==> src/rtl/usr_shift_ctrl_pkg.sv <==
// Shared constants and types for the universal shift register command sequencer.
// The mode encodings match those of the downstream universal shift register.
package usr_pkg;

   localparam int USR_WIDTH = 8;
   localparam int USR_CNT_W = 4;

   localparam logic [1:0] MODE_HOLD = 2'b00;
   localparam logic [1:0] MODE_SHR  = 2'b01;
   localparam logic [1:0] MODE_SHL  = 2'b10;
   localparam logic [1:0] MODE_LOAD = 2'b11;

   typedef enum logic [1:0] {
      S_IDLE  = 2'd0,
      S_LOAD  = 2'd1,
      S_SHIFT = 2'd2,
      S_DONE  = 2'd3
   } usr_state_e;

   typedef struct packed {
      logic [USR_WIDTH-1:0] data;
      logic                 dir;
      logic [USR_CNT_W-1:0] count;
      logic                 fill;
   } usr_cmd_t;

endpackage

==> src/rtl/usr_shift_ctrl_fifo.sv <==
// Two-entry command FIFO for usr_shift_ctrl; only built when USR_SHIFT_CTRL_QUEUE_EN is defined.
// The head entry stays until popped, and the entry behind it is exposed for back-to-back starts.
`ifdef USR_SHIFT_CTRL_QUEUE_EN
module usr_cmd_fifo #(
   parameter int W = 14
) (
   input  logic         clk_i,
   input  logic         rst_n_i,
   input  logic         push_i,
   input  logic [W-1:0] push_data_i,
   input  logic         pop_i,
   output logic [W-1:0] head_o,
   output logic [W-1:0] next_o,
   output logic [1:0]   count_o,
   output logic         ready_o
);

   logic [W-1:0] mem_q [2];
   logic         rd_q;
   logic [1:0]   cnt_q;
   logic [1:0]   cnt_d;
   logic         ready_q;
   logic         wr_ptr;

   assign wr_ptr = (cnt_q == 2'd0) ? rd_q : ~rd_q;

   always_comb begin
      cnt_d = cnt_q;
      case ({push_i, pop_i})
         2'b10:   cnt_d = cnt_q + 2'd1;
         2'b01:   cnt_d = cnt_q - 2'd1;
         default: cnt_d = cnt_q;
      endcase
   end

   always_ff @(posedge clk_i or negedge rst_n_i) begin
      if (!rst_n_i) begin
         mem_q[0] <= '0;
         mem_q[1] <= '0;
         rd_q     <= 1'b0;
         cnt_q    <= 2'd0;
         ready_q  <= 1'b0;
      end else begin
         if (push_i) mem_q[wr_ptr] <= push_data_i;
         if (pop_i)  rd_q <= ~rd_q;
         cnt_q   <= cnt_d;
         ready_q <= (cnt_d != 2'd2);
      end
   end

   assign head_o  = mem_q[rd_q];
   assign next_o  = mem_q[~rd_q];
   assign count_o = cnt_q;
   assign ready_o = ready_q;

endmodule
`endif

==> src/rtl/usr_shift_ctrl.sv <==
// Command sequencer driving mode/datain of the universal shift register: load, shift N, park.
// Define USR_SHIFT_CTRL_QUEUE_EN to put a 2-entry command FIFO in front of the FSM.
//
// state | meaning
// IDLE  | waiting for a command, mode HOLD
// LOAD  | one cycle of parallel load of the captured byte
// SHIFT | count cycles of SHR/SHL with the fill bit on datain
// DONE  | one-cycle done pulse, mode HOLD; may start the next command
module usr_shift_ctrl
   import usr_pkg::*;
#(
   parameter int WIDTH = 8,
   parameter int CNT_W = 4
) (
   input  logic             clk,
   input  logic             reset,
   input  logic             cmd_valid,
   output logic             cmd_ready,
   input  logic [WIDTH-1:0] cmd_data,
   input  logic             cmd_dir,
   input  logic [CNT_W-1:0] cmd_count,
   input  logic             cmd_fill,
   output logic [1:0]       mode,
   output logic [WIDTH-1:0] datain,
   output logic             busy,
   output logic             done
);

   localparam int CW = WIDTH + CNT_W + 2;
   localparam logic [1:0] ST_IDLE  = S_IDLE;
   localparam logic [1:0] ST_LOAD  = S_LOAD;
   localparam logic [1:0] ST_SHIFT = S_SHIFT;
   localparam logic [1:0] ST_DONE  = S_DONE;

   logic [1:0]       state_q, state_d;
   logic [CW-1:0]    cap_q, cap_d;
   logic [CNT_W-1:0] rem_q, rem_d;
   logic [1:0]       mode_q, mode_d;
   logic [WIDTH-1:0] datain_q, datain_d;
   logic             busy_q, busy_d;
   logic             done_q, done_d;
   logic             start;
   logic [CW-1:0]    src;
   logic [CW-1:0]    cmd_vec;

   // packed command layout: {data, dir, count, fill}
   assign cmd_vec = {cmd_data, cmd_dir, cmd_count, cmd_fill};

`ifdef USR_SHIFT_CTRL_QUEUE_EN
   logic          fifo_push;
   logic          fifo_pop;
   logic          fifo_ready;
   logic [CW-1:0] fifo_head;
   logic [CW-1:0] fifo_next;
   logic [1:0]    fifo_cnt;

   assign fifo_push = cmd_valid & fifo_ready;
   assign cmd_ready = fifo_ready;

   usr_cmd_fifo #(.W(CW)) u_fifo (
      .clk_i       (clk),
      .rst_n_i     (reset),
      .push_i      (fifo_push),
      .push_data_i (cmd_vec),
      .pop_i       (fifo_pop),
      .head_o      (fifo_head),
      .next_o      (fifo_next),
      .count_o     (fifo_cnt),
      .ready_o     (fifo_ready)
   );

   // The running command stays at the FIFO head until its DONE cycle pops it.
   always_comb begin
      start    = 1'b0;
      src      = fifo_head;
      fifo_pop = 1'b0;
      if (state_q == ST_IDLE) begin
         start = (fifo_cnt != 2'd0);
      end else if (state_q == ST_DONE) begin
         fifo_pop = 1'b1;
         start    = (fifo_cnt == 2'd2);
         src      = fifo_next;
      end
   end
`else
   logic ready_q;
   logic ready_d;

   assign start     = cmd_valid & ready_q;
   assign src       = cmd_vec;
   assign cmd_ready = ready_q;
   assign ready_d   = (state_d == ST_IDLE) || (state_d == ST_DONE);

   always_ff @(posedge clk or negedge reset) begin
      if (!reset) ready_q <= 1'b0;
      else        ready_q <= ready_d;
   end
`endif

   always_comb begin
      state_d = state_q;
      cap_d   = cap_q;
      rem_d   = rem_q;
      case (state_q)
         ST_IDLE: begin
            if (start) begin
               state_d = ST_LOAD;
               cap_d   = src;
               rem_d   = src[CNT_W:1];
            end
         end
         ST_LOAD: state_d = (rem_q == '0) ? ST_DONE : ST_SHIFT;
         ST_SHIFT: begin
            rem_d = rem_q - 1'b1;
            if (rem_q == CNT_W'(1)) state_d = ST_DONE;
         end
         default: begin
            state_d = ST_IDLE;
            if (start) begin
               state_d = ST_LOAD;
               cap_d   = src;
               rem_d   = src[CNT_W:1];
            end
         end
      endcase
   end

   // Outputs are registered from the next state so they line up with it.
   always_comb begin
      mode_d   = MODE_HOLD;
      datain_d = datain_q;
      case (state_d)
         ST_LOAD: begin
            mode_d   = MODE_LOAD;
            datain_d = cap_d[CW-1:CNT_W+2];
         end
         ST_SHIFT: begin
            mode_d   = cap_d[CNT_W+1] ? MODE_SHL : MODE_SHR;
            datain_d = {WIDTH{cap_d[0]}};
         end
         default: mode_d = MODE_HOLD;
      endcase
      busy_d = (state_d == ST_LOAD) || (state_d == ST_SHIFT);
      done_d = (state_d == ST_DONE);
   end

   always_ff @(posedge clk or negedge reset) begin
      if (!reset) begin
         state_q  <= ST_IDLE;
         cap_q    <= '0;
         rem_q    <= '0;
         mode_q   <= MODE_HOLD;
         datain_q <= '0;
         busy_q   <= 1'b0;
         done_q   <= 1'b0;
      end else begin
         state_q  <= state_d;
         cap_q    <= cap_d;
         rem_q    <= rem_d;
         mode_q   <= mode_d;
         datain_q <= datain_d;
         busy_q   <= busy_d;
         done_q   <= done_d;
      end
   end

   assign mode   = mode_q;
   assign datain = datain_q;
   assign busy   = busy_q;
   assign done   = done_q;

endmodule

==> config.mk <==
export PLATFORM = sky130hd
export DESIGN_NAME = usr_shift_ctrl
export DESIGN_NICKNAME = d
export VERILOG_FILES = /design/src/rtl/usr_shift_ctrl_pkg.sv /design/src/rtl/usr_shift_ctrl_fifo.sv /design/src/rtl/usr_shift_ctrl.sv
export SDC_FILE = /design/constraint.sdc
export NUM_CORES = 1
export LEC_CHECK = 0
export CAP_MARGIN = 0
export CORE_ASPECT_RATIO = 0.75
export CORE_UTILIZATION = 59
export DETAILED_ROUTE_END_ITERATION = 10
export DONT_BUFFER_PORTS = 1
export GPL_TIMING_DRIVEN = 0
export PLACE_DENSITY = 0.75
export SLEW_MARGIN = 40
export SYNTH_ARGS = -nofsm -noshare
export SYNTH_HDL_FRONTEND = slang
export SYNTH_SLANG_ARGS = --single-unit
==> constraint.sdc <==
create_clock -name clk -period 5.7 [get_ports clk]
set_input_delay 0.57 -clock clk [delete_from_list [all_inputs] [get_ports clk]]
set_output_delay 0.57 -clock clk [all_outputs]
set_load 0.01 [all_outputs]
==> results by group, run 1 <==
Status
  – Status: finished, final reports clean

GRT
  – Global-route wire length before repair: 4.80 mm
  – GR Util All Layers: 25.4%
  – Initial antenna violation count: 0
  – Via count of the first global-routing pass: 1030
  – Pin count of the biggest net entering global routing: 30
  – Total grt overflow: 0

Critical path
  – CP Max Fanout: 10
  – Max stage delay on crit path: 430 ps
  – Sum of buffers and inverters on the critical path: 4
  – CP delay by family, top: buffers and inverters
  – CP arrival: 2960 ps
  – Top cell by count, worst path: clkbuf_1
  – RR Startpoint: state_q[0]$_DFF_PN0_
  – Critical path launch point type: register
  – Req. time, crit path: 5940 ps
  – Reg2reg end: datain[6]$_DFFE_PN0P_
  – CP max-delay cell: dfrtp_1
  – Reg2reg setup slack: 2980 ps
  – FF-to-FF path depth: 10
  – CP Cell Sequence: inv_1 -> ha_1 -> clkbuf_1 -> o21ai_0 -> a22o_1 -> ha_1 -> clkbuf_1 -> clkbuf_1 -> nand2_1 -> o31ai_1
  – WS Path Type: register to register
  – Crit end category: register

Synthesis
  – Netlist cell types: 34
  – Top-count cell post-synth: dfrtp_1
  – Syn nets: 160
  – Synthesis-stage register bit count: 29
  – Primary FF master, synth: dfrtp_1
  – Area leader, netlist: dfrtp_1
  – Cell Area, Synth: 1470 µm²
  – Syn. warnings: 0
  – Synth async-reset ratio: 100%
  – Cell count after synthesis: 133
  – Synth top cells by count: dfrtp_1 (29), nand2_1 (13), ha_1 (10), inv_1 (10)
  – Area share of the largest cell type after synthesis: 49.3%
  – Top post-synthesis cells by area: dfrtp_1 (49%), ha_1 (8.5%), a211oi_1 (4.6%)
  – Post-synth EDFFs: 0
  – Mean Syn Cell Area: 11.1 µm²
  – Sequential share of the synthesized area: 49.3%

STA
  – Final Hold Viols: 0
  – Max-slew violations: 0
  – Tcrit/Tclk final: 47.6%
  – Setup TNS: 0 ps
  – RSZ-0062 raised after global routing: no
  – Post-route setup slack: 2980 ps
  – Clock skew: 6.95 ps
  – Hold Slack: 36.0 ps
  – Worst-Margin Slew: 443 ps
  – Slew headroom: 70.4%
  – Crit path time final: 2720 ps
  – F_max: 368 MHz
  – Final Setup Violations: 0

Pwr
  – Power Density: 718 nW/µm²
  – Worst VDD drop: 0.496 mV
  – Lkg Pwr: 0.800 nW

Run
  – Max Cap Viol: 0

Clocking
  – # H-tree levels: 2
  – Clock root cell: clkbuf_4
  – Post-CTS setup buffer count: 0
  – CTS Buf Count: 5
  – Post-cts resize count: 0
  – Clock Latency Late Sink: 340 ps
  – Clock buffer depth: 2
  – Reg clk slew, reported paths: 100 ps
  – CTS tree: done
  – Clock sink count: 29

Place
  – Buffers on Ports: 0
  – DP Wirelength: 2.01 mm
  – Cells after DPL: 167
  – Routability Congestion: 0.866
  – Setup WS pre-CTS: 3000 ps

Routing
  – Post-route ant nets: 0
  – TritonRoute pass-1 iters: 4
  – Residual DRC: 0
  – DR vias/cell: 5.95
  – WL per Instance: 16.1 µm
  – Drt initial violations: 40
  – Via count: 1048
  – DRT Wirelength: 2.83 mm

Layout
  – Number of fill cells in the layout: 189
  – Ant diodes: 0
  – Area of the multi-input gates: 668 µm²
  – Nets: 168
  – Register area: 726 µm²
  – Area delta synth->final: 9.01%
  – Final std cells w/o fill: 176
  – Layout cells sized above 1: 12.7%

Die
  – Rows: 15
  – Core box area: 2330 µm²
  – Die X: 59.7 µm
  – Die height: 45.3 µm
  – Starting density of the core: 63.3%
  – I/O pin cnt: 30
  – Die ar.: 2700 µm²

Worst hold path
  – Hold Crit Class: input pin to async pin
## cells in the final DEF (no fill, tap or decap), types with 2 or more instances in the layout
cell type  synthesis  routed
o21ai_0            4       4
clkbuf_1           4       4
a21oi_1            2       2
and4b_1            6       6
clkbuf_4           0       5
buf_2              2       2
a211oi_1           9       9
nand3_1            2       2
dfrtp_1           29      29
nand2_1           13      13
and4b_2            2       2
o31ai_1            7       7
ha_1              10      10
clkbuf_8           0       2
a2bb2oi_1          2       2
mux2i_1            3       3
inv_1             10      10
a21o_1             9       9
nor2_1             2       2
## state kept, by name, indices dropped and copies added (netlist names)
name and cells:
done 1, rem_q 4, cap_q 10, state_q 2
datain 8, cmd_ready 1, mode 2, busy 1
## repair_timing
action / 4_1_cts / 5_1_grt
endpoints found under the hold margin: 29 / 0
endpoints found under the setup margin: 0 / 0
hold buffers: 1 / 0
## power breakdown
group          total [mW]  internal [mW]  switching (mW)
registers           0.398          0.314          0.0837
logic               0.609          0.250           0.358
clock network       0.145         0.0714          0.0741
total                1.15          0.636           0.516
## metrics by stage
stage               power, mW  instance area, µm²  utilization, %
CTS                      1.16                1610            69.0
global route             1.26                1610            69.0
finish                   1.15                1610            69.0
detailed placement       1.01                1520            65.1
global placement        0.979                1520            65.1
floorplan               0.872                1470               -
## area by class of cell
type	instances	share of cell area, %
inverter	10	2.34
tap	34	2.65
buffer	9	2.57
timing repair buffer	1	1.25
clock inverter	1	0.312
multi-input combinational	85	41.6
clock buffer	7	4.05
sequential	29	45.2
## worst max-delay path by stage
| stage | startpoint | to | slack [ps] | cells past startpoint |
|---|---|---|---|---|
| after floorplan | state_q[0]$_DFF_PN0_ | datain[7]$_DFFE_PN0P_ | 3410 | 10 |
| after global placement | cmd_valid | datain[7]$_DFFE_PN0P_ | 3050 | 9 |
| after global routing | state_q[0]$_DFF_PN0_ | datain[5]$_DFFE_PN0P_ | 2730 | 10 |
| after detailed placement | state_q[0]$_DFF_PN0_ | datain[6]$_DFFE_PN0P_ | 3000 | 10 |
| final | state_q[0]$_DFF_PN0_ | datain[6]$_DFFE_PN0P_ | 2980 | 10 |
| after CTS | state_q[0]$_DFF_PN0_ | datain[6]$_DFFE_PN0P_ | 2980 | 10 |
## layer usage
metal	up-vias	routed length, µm	track usage [%]
li1	502	-	-
met3	7	179	7.74
met1	502	1330	34.3
met4	0	55	11.2
met5	-	0	0
met2	37	1260	38.0
## cell families after synthesis
group / after synthesis / share of synthesized area (%)
compound gates: 40 / 20.9
simple gates: 32 / 13.9
flops: 29 / 49.3
buf+inv: 19 / 5.35
fa+ha+maj: 10 / 8.50
mux: 3 / 2.04
## worst register-to-register path, delay by kind of cell, from the launching register on
kind / cells / cell delay [ps]
flops: 1 / 430
compound gates: 3 / 510
fa+ha+maj: 2 / 450
buf+inv: 4 / 1130
simple gates: 1 / 100
No activity file was read; power rests on OpenSTA's default activity.
==> inputs of run 2 (changes only) <==
==> constraint.sdc (replaced) <==
create_clock -name clk -period 2.7 [get_ports clk]
set_input_delay 0.27 -clock clk [delete_from_list [all_inputs] [get_ports clk]]
set_output_delay 0.27 -clock clk [all_outputs]
set_load 0.01 [all_outputs]
==> results by group, run 2 (synthesized netlist as in run 1, its figures left out) <==
Layout
  – Largest reg by FF count: cap_q
  – Most frequent cells in the layout: dfrtp_1 (29), nand2_1 (13), inv_1 (10), ha_1 (10)
  – Area delta synth->final: 9.60%
  – Nets: 168 (unchanged)
  – Final std cells w/o fill: 176 (unchanged)
  – Final core utilization: 69.4% (+0.38 points)
  – Finished Cell Area: 1610 µm² (+0.55%)
  – Number of flip-flops in the largest register: 10 (unchanged)
  – Commonest non-fill, non-tap cell in the layout: dfrtp_1
  – Layout cells sized above 1: 14.1% (+1.4 points)
  – Ant diodes: 0 (unchanged)

GRT
  – Total grt overflow: 0 (unchanged)
  – Initial antenna violation count: 0 (unchanged)
  – Pin count of the biggest net entering global routing: 30 (unchanged)
  – Via count of the first global-routing pass: 1030 (unchanged)
  – Global-route wire length before repair: 4.80 mm (unchanged)
  – GR Util All Layers: 25.4% (unchanged)

Clocking
  – CTS tree: done
  – # H-tree levels: 2 (unchanged)
  – Clock buffer depth: 2 (unchanged)
  – Post-CTS setup buffer count: 0 (unchanged)
  – CTS Buf Count: 5 (unchanged)
  – Clock Latency Late Sink: 330 ps (about the same)
  – Clock root cell: clkbuf_4
  – Clock sink count: 29 (unchanged)
  – Reg clk slew, reported paths: 90 ps (about the same)

Critical path
  – CP arrival: 2750 ps (-210 ps)
  – CP max-delay cell: dfrtp_1
  – Critical path launch point type: register
  – CP Max Fanout: 10 (unchanged)
  – Req. time, crit path: 2940 ps (-3000 ps)
  – Crit end category: register
  – CP Cell Sequence: inv_1 -> ha_1 -> nand2_1 -> o32a_1 -> a22o_1 -> ha_1 -> clkbuf_1 -> clkbuf_2 -> nand2_1 -> o31ai_1
  – Max stage delay on crit path: 410 ps (-20 ps)
  – WS Path Type: register to register

STA
  – RSZ-0062 raised after global routing: no
  – Final Setup Violations: 0 (unchanged)
  – Slew headroom: 70.4% (about the same)
  – Worst-Margin Slew: 442 ps (-0.749 ps)
  – Clock skew: 6.78 ps (-0.177 ps)
  – Tcrit/Tclk final: 93.0% (+45 points)
  – Final Hold Viols: 0 (unchanged)
  – Crit path time final: 2510 ps (-205 ps)
  – Setup TNS: 0 ps (unchanged)
  – Max-slew violations: 0 (unchanged)
  – F_max: 398 MHz (+8.2%)

Die
  – Rows: 15 (unchanged)
  – I/O pin cnt: 30 (unchanged)
  – Core box area: 2330 µm² (unchanged)
  – Die height: 45.3 µm (unchanged)
  – Starting density of the core: 63.3% (unchanged)
  – Die ar.: 2700 µm² (unchanged)
  – Die X: 59.7 µm (unchanged)

Routing
  – DRT Wirelength: 2.89 mm (+2.2%)
  – Drt initial violations: 36 (-10%)
  – Residual DRC: 0 (unchanged)
  – TritonRoute pass-1 iters: 4 (unchanged)
  – DR vias/cell: 5.98 (+0.38%)
  – WL per Instance: 16.4 µm (+2.2%)
  – Post-route ant nets: 0 (unchanged)
  – Via count: 1052 (+0.38%)

Pwr
  – Lkg Pwr: 0.809 nW (+1.1%)
  – Int Power: 1.35 mW (+110%)
  – Flop pwr share: 34.4% (about the same)
  – Clock power frac: 12.5% (about the same)
  – Combinational Power Share: 53.1% (+0.3 points)
  – Reported net switching power: 1.10 mW (+110%)
  – Worst VDD drop: 1.06 mV (+110%)
  – Sw Share: 44.8% (about the same)
  – Power Density: 1520 nW/µm² (+110%)

Place
  – Cells after DPL: 167 (unchanged)
  – DP Wirelength: 2.01 mm (unchanged)
  – Buffers on Ports: 0 (unchanged)
  – Routability Congestion: 0.866 (unchanged)
  – DP Area: 1520 µm² (unchanged)

Worst hold path
  – Hold Crit Class: input pin to register

Run
  – Max Cap Viol: 0 (unchanged)

Status
  – Status: finished, final reports clean
## run 2: changes by cell type in the layout (fill, tap and decap cells not counted), sizes merged
cell / previous run / this run
buf: 5 / 4
dlygate4sd3: 0 / 1
## run 2: final cells by class
cell class / count / area (µm²)
multi-input combinational: 85 / 668
fill: 186 / 713
inverter: 10 / 37.5
tap: 34 / 42.5
clock buffer: 7 / 65.1
timing repair buffer: 2 / 30.0
clock inverter: 1 / 5.00
buffer: 8 / 40.0
sequential: 29 / 726
## run 2: repair_timing
action	CTS	global route
endpoints found under the hold margin	29	0
endpoints found under the setup margin	7	8
pin swaps	0	0
hold buffers	2	0
resized for setup	1	1
## run 2: metrics by stage
stage | setup WS [ps] | hold slack, ps | power (mW)
final | 189 | 99.3 | 2.45
after global routing | 25.5 | 87.7 | 2.68
after CTS | 114 | 94.5 | 2.45
after detailed placement | 1.22 | -25.0 | 2.13
after global placement | 70.0 | -25.0 | 2.07
after floorplan | 410 | -25.6 | 1.84
## run 2: per-layer routing
metal | GRT usage, % | vias up | share of wire, %
met2 | 38.0 | 26 | 45
li1 | - | 499 | -
met5 | 0 | - | 0
met3 | 7.74 | 6 | 5.2
met1 | 34.3 | 521 | 48
met4 | 11.2 | 0 | 1.7
## run 2: worst max-delay path: cells and delay by family (launching register included)
family          cells  cell delay [ps]
buf+inv             3              690
flops               1              410
compound gates      3              600
simple gates        2              170
fa+ha+maj           2              550
## run 2: power groups by stage
stage / logic, mW / registers [mW] / clock network (mW)
4_1_cts: 1.30 / 0.842 / 0.310
3_3_place_gp: 1.23 / 0.839 / 0
5_1_grt: 1.47 / 0.874 / 0.337
2_1_floorplan: 1.03 / 0.813 / 0
6_report: 1.30 / 0.842 / 0.306
3_5_place_dp: 1.28 / 0.849 / 0
## run 2: path summary, 6_finish.rpt
kind	startpoint	endpoint	slack, ps	cells after the start
setup / recovery	state_q[1]$_DFF_PN0_	datain[6]$_DFFE_PN0P_	190	10
hold / removal	cmd_dir	cap_q[5]$_DFF_PN0_	100	2
setup reg to reg	state_q[1]$_DFF_PN0_	datain[6]$_DFFE_PN0P_	190	10
hold reg to reg	cap_q[12]$_DFF_PN0_	cap_q[12]$_DFF_PN0_	480	1
max in group asynchronous	reset	cap_q[8]$_DFF_PN0_	2160	2
min in group asynchronous	reset	datain[2]$_DFFE_PN0P_	370	2
==> inputs of run 3 (changes only) <==
--- a/config.mk
+++ b/config.mk
@@ -7,11 +7,11 @@
 export LEC_CHECK = 0
 export CAP_MARGIN = 0
 export CORE_ASPECT_RATIO = 0.75
-export CORE_UTILIZATION = 59
+export CORE_UTILIZATION = 54
 export DETAILED_ROUTE_END_ITERATION = 10
 export DONT_BUFFER_PORTS = 1
 export GPL_TIMING_DRIVEN = 0
-export PLACE_DENSITY = 0.75
+export PLACE_DENSITY = 0.69
 export SLEW_MARGIN = 40
 export SYNTH_ARGS = -nofsm -noshare
 export SYNTH_HDL_FRONTEND = slang
==> results by group, run 3 (synthesized netlist as in run 1, its figures left out) <==
Status
  – Status: finished, final reports clean

Routing
  – Via count: 1024 (-2.7%)
  – Post-route ant nets: 0 (unchanged)
  – DR vias/cell: 5.82 (-2.7%)
  – Drt initial violations: 50 (+39%)
  – WL per Instance: 16.8 µm (+2.7%)
  – Residual DRC: 0 (unchanged)
  – TritonRoute pass-1 iters: 4 (unchanged)
  – DRT Wirelength: 2.96 mm (+2.7%)

Place
  – Setup WS pre-CTS: -49.1 ps (-50.3 ps)
  – DP Wirelength: 2.11 mm (+4.8%)
  – Routability Congestion: 0.755 (-13%)
  – Buffers on Ports: 0 (unchanged)

Clocking
  – CTS Buf Count: 5 (unchanged)
  – Clock sink count: 29 (unchanged)
  – Reg clk slew, reported paths: 100 ps (about the same)
  – Clock buffer depth: 2 (unchanged)
  – Clock Latency Late Sink: 330 ps (about the same)
  – # H-tree levels: 2 (unchanged)
  – CTS tree: done
  – Clock root cell: clkbuf_4
  – Post-CTS setup buffer count: 0 (unchanged)

STA
  – RSZ-0062 raised after global routing: no
  – Tcrit/Tclk final: 91.4% (-1.6 points)
  – Post-route setup slack: 232 ps (+42.0 ps)
  – Hold Slack: 99.2 ps (-0.128 ps)
  – Final Setup Violations: 0 (unchanged)
  – Clock skew: 4.76 ps (-2.02 ps)
  – F_max: 405 MHz (+1.7%)
  – Worst-Margin Slew: 442 ps (-0.266 ps)
  – Slew headroom: 70.4% (about the same)
  – Final Hold Viols: 0 (unchanged)
  – Crit path time final: 2470 ps (-42.0 ps)
  – Max-slew violations: 0 (unchanged)

Layout
  – Most frequent cells in the layout: dfrtp_1 (29), nand2_1 (13), inv_1 (10)
  – Largest reg by FF count: cap_q
  – Final core utilization: 67.6% (-1.7 points)
  – Nets: 168 (unchanged)
  – Number of flip-flops in the largest register: 10 (unchanged)
  – Layout cells sized above 1: 15.5% (+1.4 points)
  – Commonest non-fill, non-tap cell in the layout: dfrtp_1
  – Area delta synth->final: 12.1%
  – Number of fill cells in the layout: 207 (+11%)
  – Ant diodes: 0 (unchanged)

GRT
  – GR Util All Layers: 23.3% (-2.2 points)
  – Initial antenna violation count: 0 (unchanged)
  – Global-route wire length before repair: 4.84 mm (+0.71%)
  – Total grt overflow: 0 (unchanged)
  – Pin count of the biggest net entering global routing: 30 (unchanged)
  – Via count of the first global-routing pass: 1008 (-2.1%)

Die
  – Die X: 62.3 µm (+4.4%)
  – Rows: 15 (unchanged)
  – Die height: 47.2 µm (+4.3%)
  – I/O pin cnt: 30 (unchanged)
  – Core box area: 2440 µm² (+4.8%)
  – Starting density of the core: 60.4% (-2.9 points)
  – Die ar.: 2940 µm² (+8.9%)

Critical path
  – Critical path launch point type: register
  – CP Max Fanout: 10 (unchanged)
  – Max stage delay on crit path: 420 ps (about the same)
  – Req. time, crit path: 2940 ps (about the same)
  – CP max-delay cell: dfrtp_1
  – CP arrival: 2710 ps (-40 ps)
  – CP Cell Sequence: inv_1 -> ha_1 -> nand2_1 -> o32a_1 -> a22o_1 -> ha_1 -> clkbuf_2 -> clkbuf_2 -> o31ai_2
  – Crit end category: register
  – WS Path Type: register to register

Pwr
  – Power Density: 1580 nW/µm² (+4.1%)
  – Lkg Pwr: 0.824 nW (+1.9%)
  – Worst VDD drop: 0.777 mV (-27%)

Run
  – Max Cap Viol: 0 (unchanged)

Worst hold path
  – Hold Crit Class: input pin to register
-- run 3: worst max-delay path: cells and delay by family (launching register included) --
kind / cells / cell delay (ps)
flip-flops: 1 / 420
AO/OA/AOI/OAI: 3 / 800
AND/OR/NAND/NOR: 1 / 80
adder cells (fa/ha/maj): 2 / 590
buffers and inverters: 3 / 490
-- run 3: final cells by class --
cell class | instances | area, µm² | share of cell area [%]
Multi-Input combinational cell | 85 | 671 | 40.6
Buffer | 8 | 41.3 | 2.50
Sequential cell | 29 | 726 | 44.0
Clock buffer | 5 | 37.5 | 2.27
Inverter | 10 | 37.5 | 2.27
Tap cell | 34 | 42.5 | 2.58
Clock inverter | 3 | 65.1 | 3.94
Timing Repair Buffer | 2 | 30.0 | 1.82
-- run 3: per-stage QoR --
| stage | power [mW] | instances | area, µm² | TNS [ps] |
|---|---|---|---|---|
| 3_5_place_dp | 2.14 | 167 | 1520 | -210 |
| 4_1_cts | 2.61 | 177 | 1650 | 0 |
| 5_1_grt | 2.85 | 176 | 1650 | 0 |
| 3_3_place_gp | 2.08 | 167 | 1520 | 0 |
| 6_report | 2.61 | 176 | 1650 | 0 |
| 2_1_floorplan | 1.84 | 133 | 1470 | 0 |
-- run 3: worst paths after layout --
path | start | end | slack [ps] | cells after the start
max | state_q[1]$_DFF_PN0_ | datain[7]$_DFFE_PN0P_ | 230 | 9
min | cmd_dir | cap_q[5]$_DFF_PN0_ | 100 | 2
max reg2reg | state_q[1]$_DFF_PN0_ | datain[7]$_DFFE_PN0P_ | 230 | 9
min reg2reg | cap_q[7]$_DFF_PN0_ | cap_q[7]$_DFF_PN0_ | 480 | 1
max in group asynchronous | reset | datain[1]$_DFFE_PN0P_ | 2170 | 2
min in group asynchronous | reset | rem_q[3]$_DFFE_PN0P_ | 360 | 2
-- run 3: layer usage --
layer	routed length (µm)	part of all wire, %	GRT usage [%]
met3	161	5.4	7.77
met1	1410	48	30.7
met5	0	0	0
met2	1340	45	36.3
met4	50	1.7	9.77
-- run 3: timing repair --
action / CTS / global route
resized for setup: 1 / 4
hold buffers: 2 / 0
endpoints found under the setup margin: 8 / 10
endpoints found under the hold margin: 29 / 0
pin swaps: 0 / 0
-- run 3: power breakdown --
| group | switching (mW) | internal [mW] |
|---|---|---|
| Clock | 0.160 | 0.287 |
| Sequential | 0.178 | 0.664 |
| Combinational | 0.766 | 0.552 |
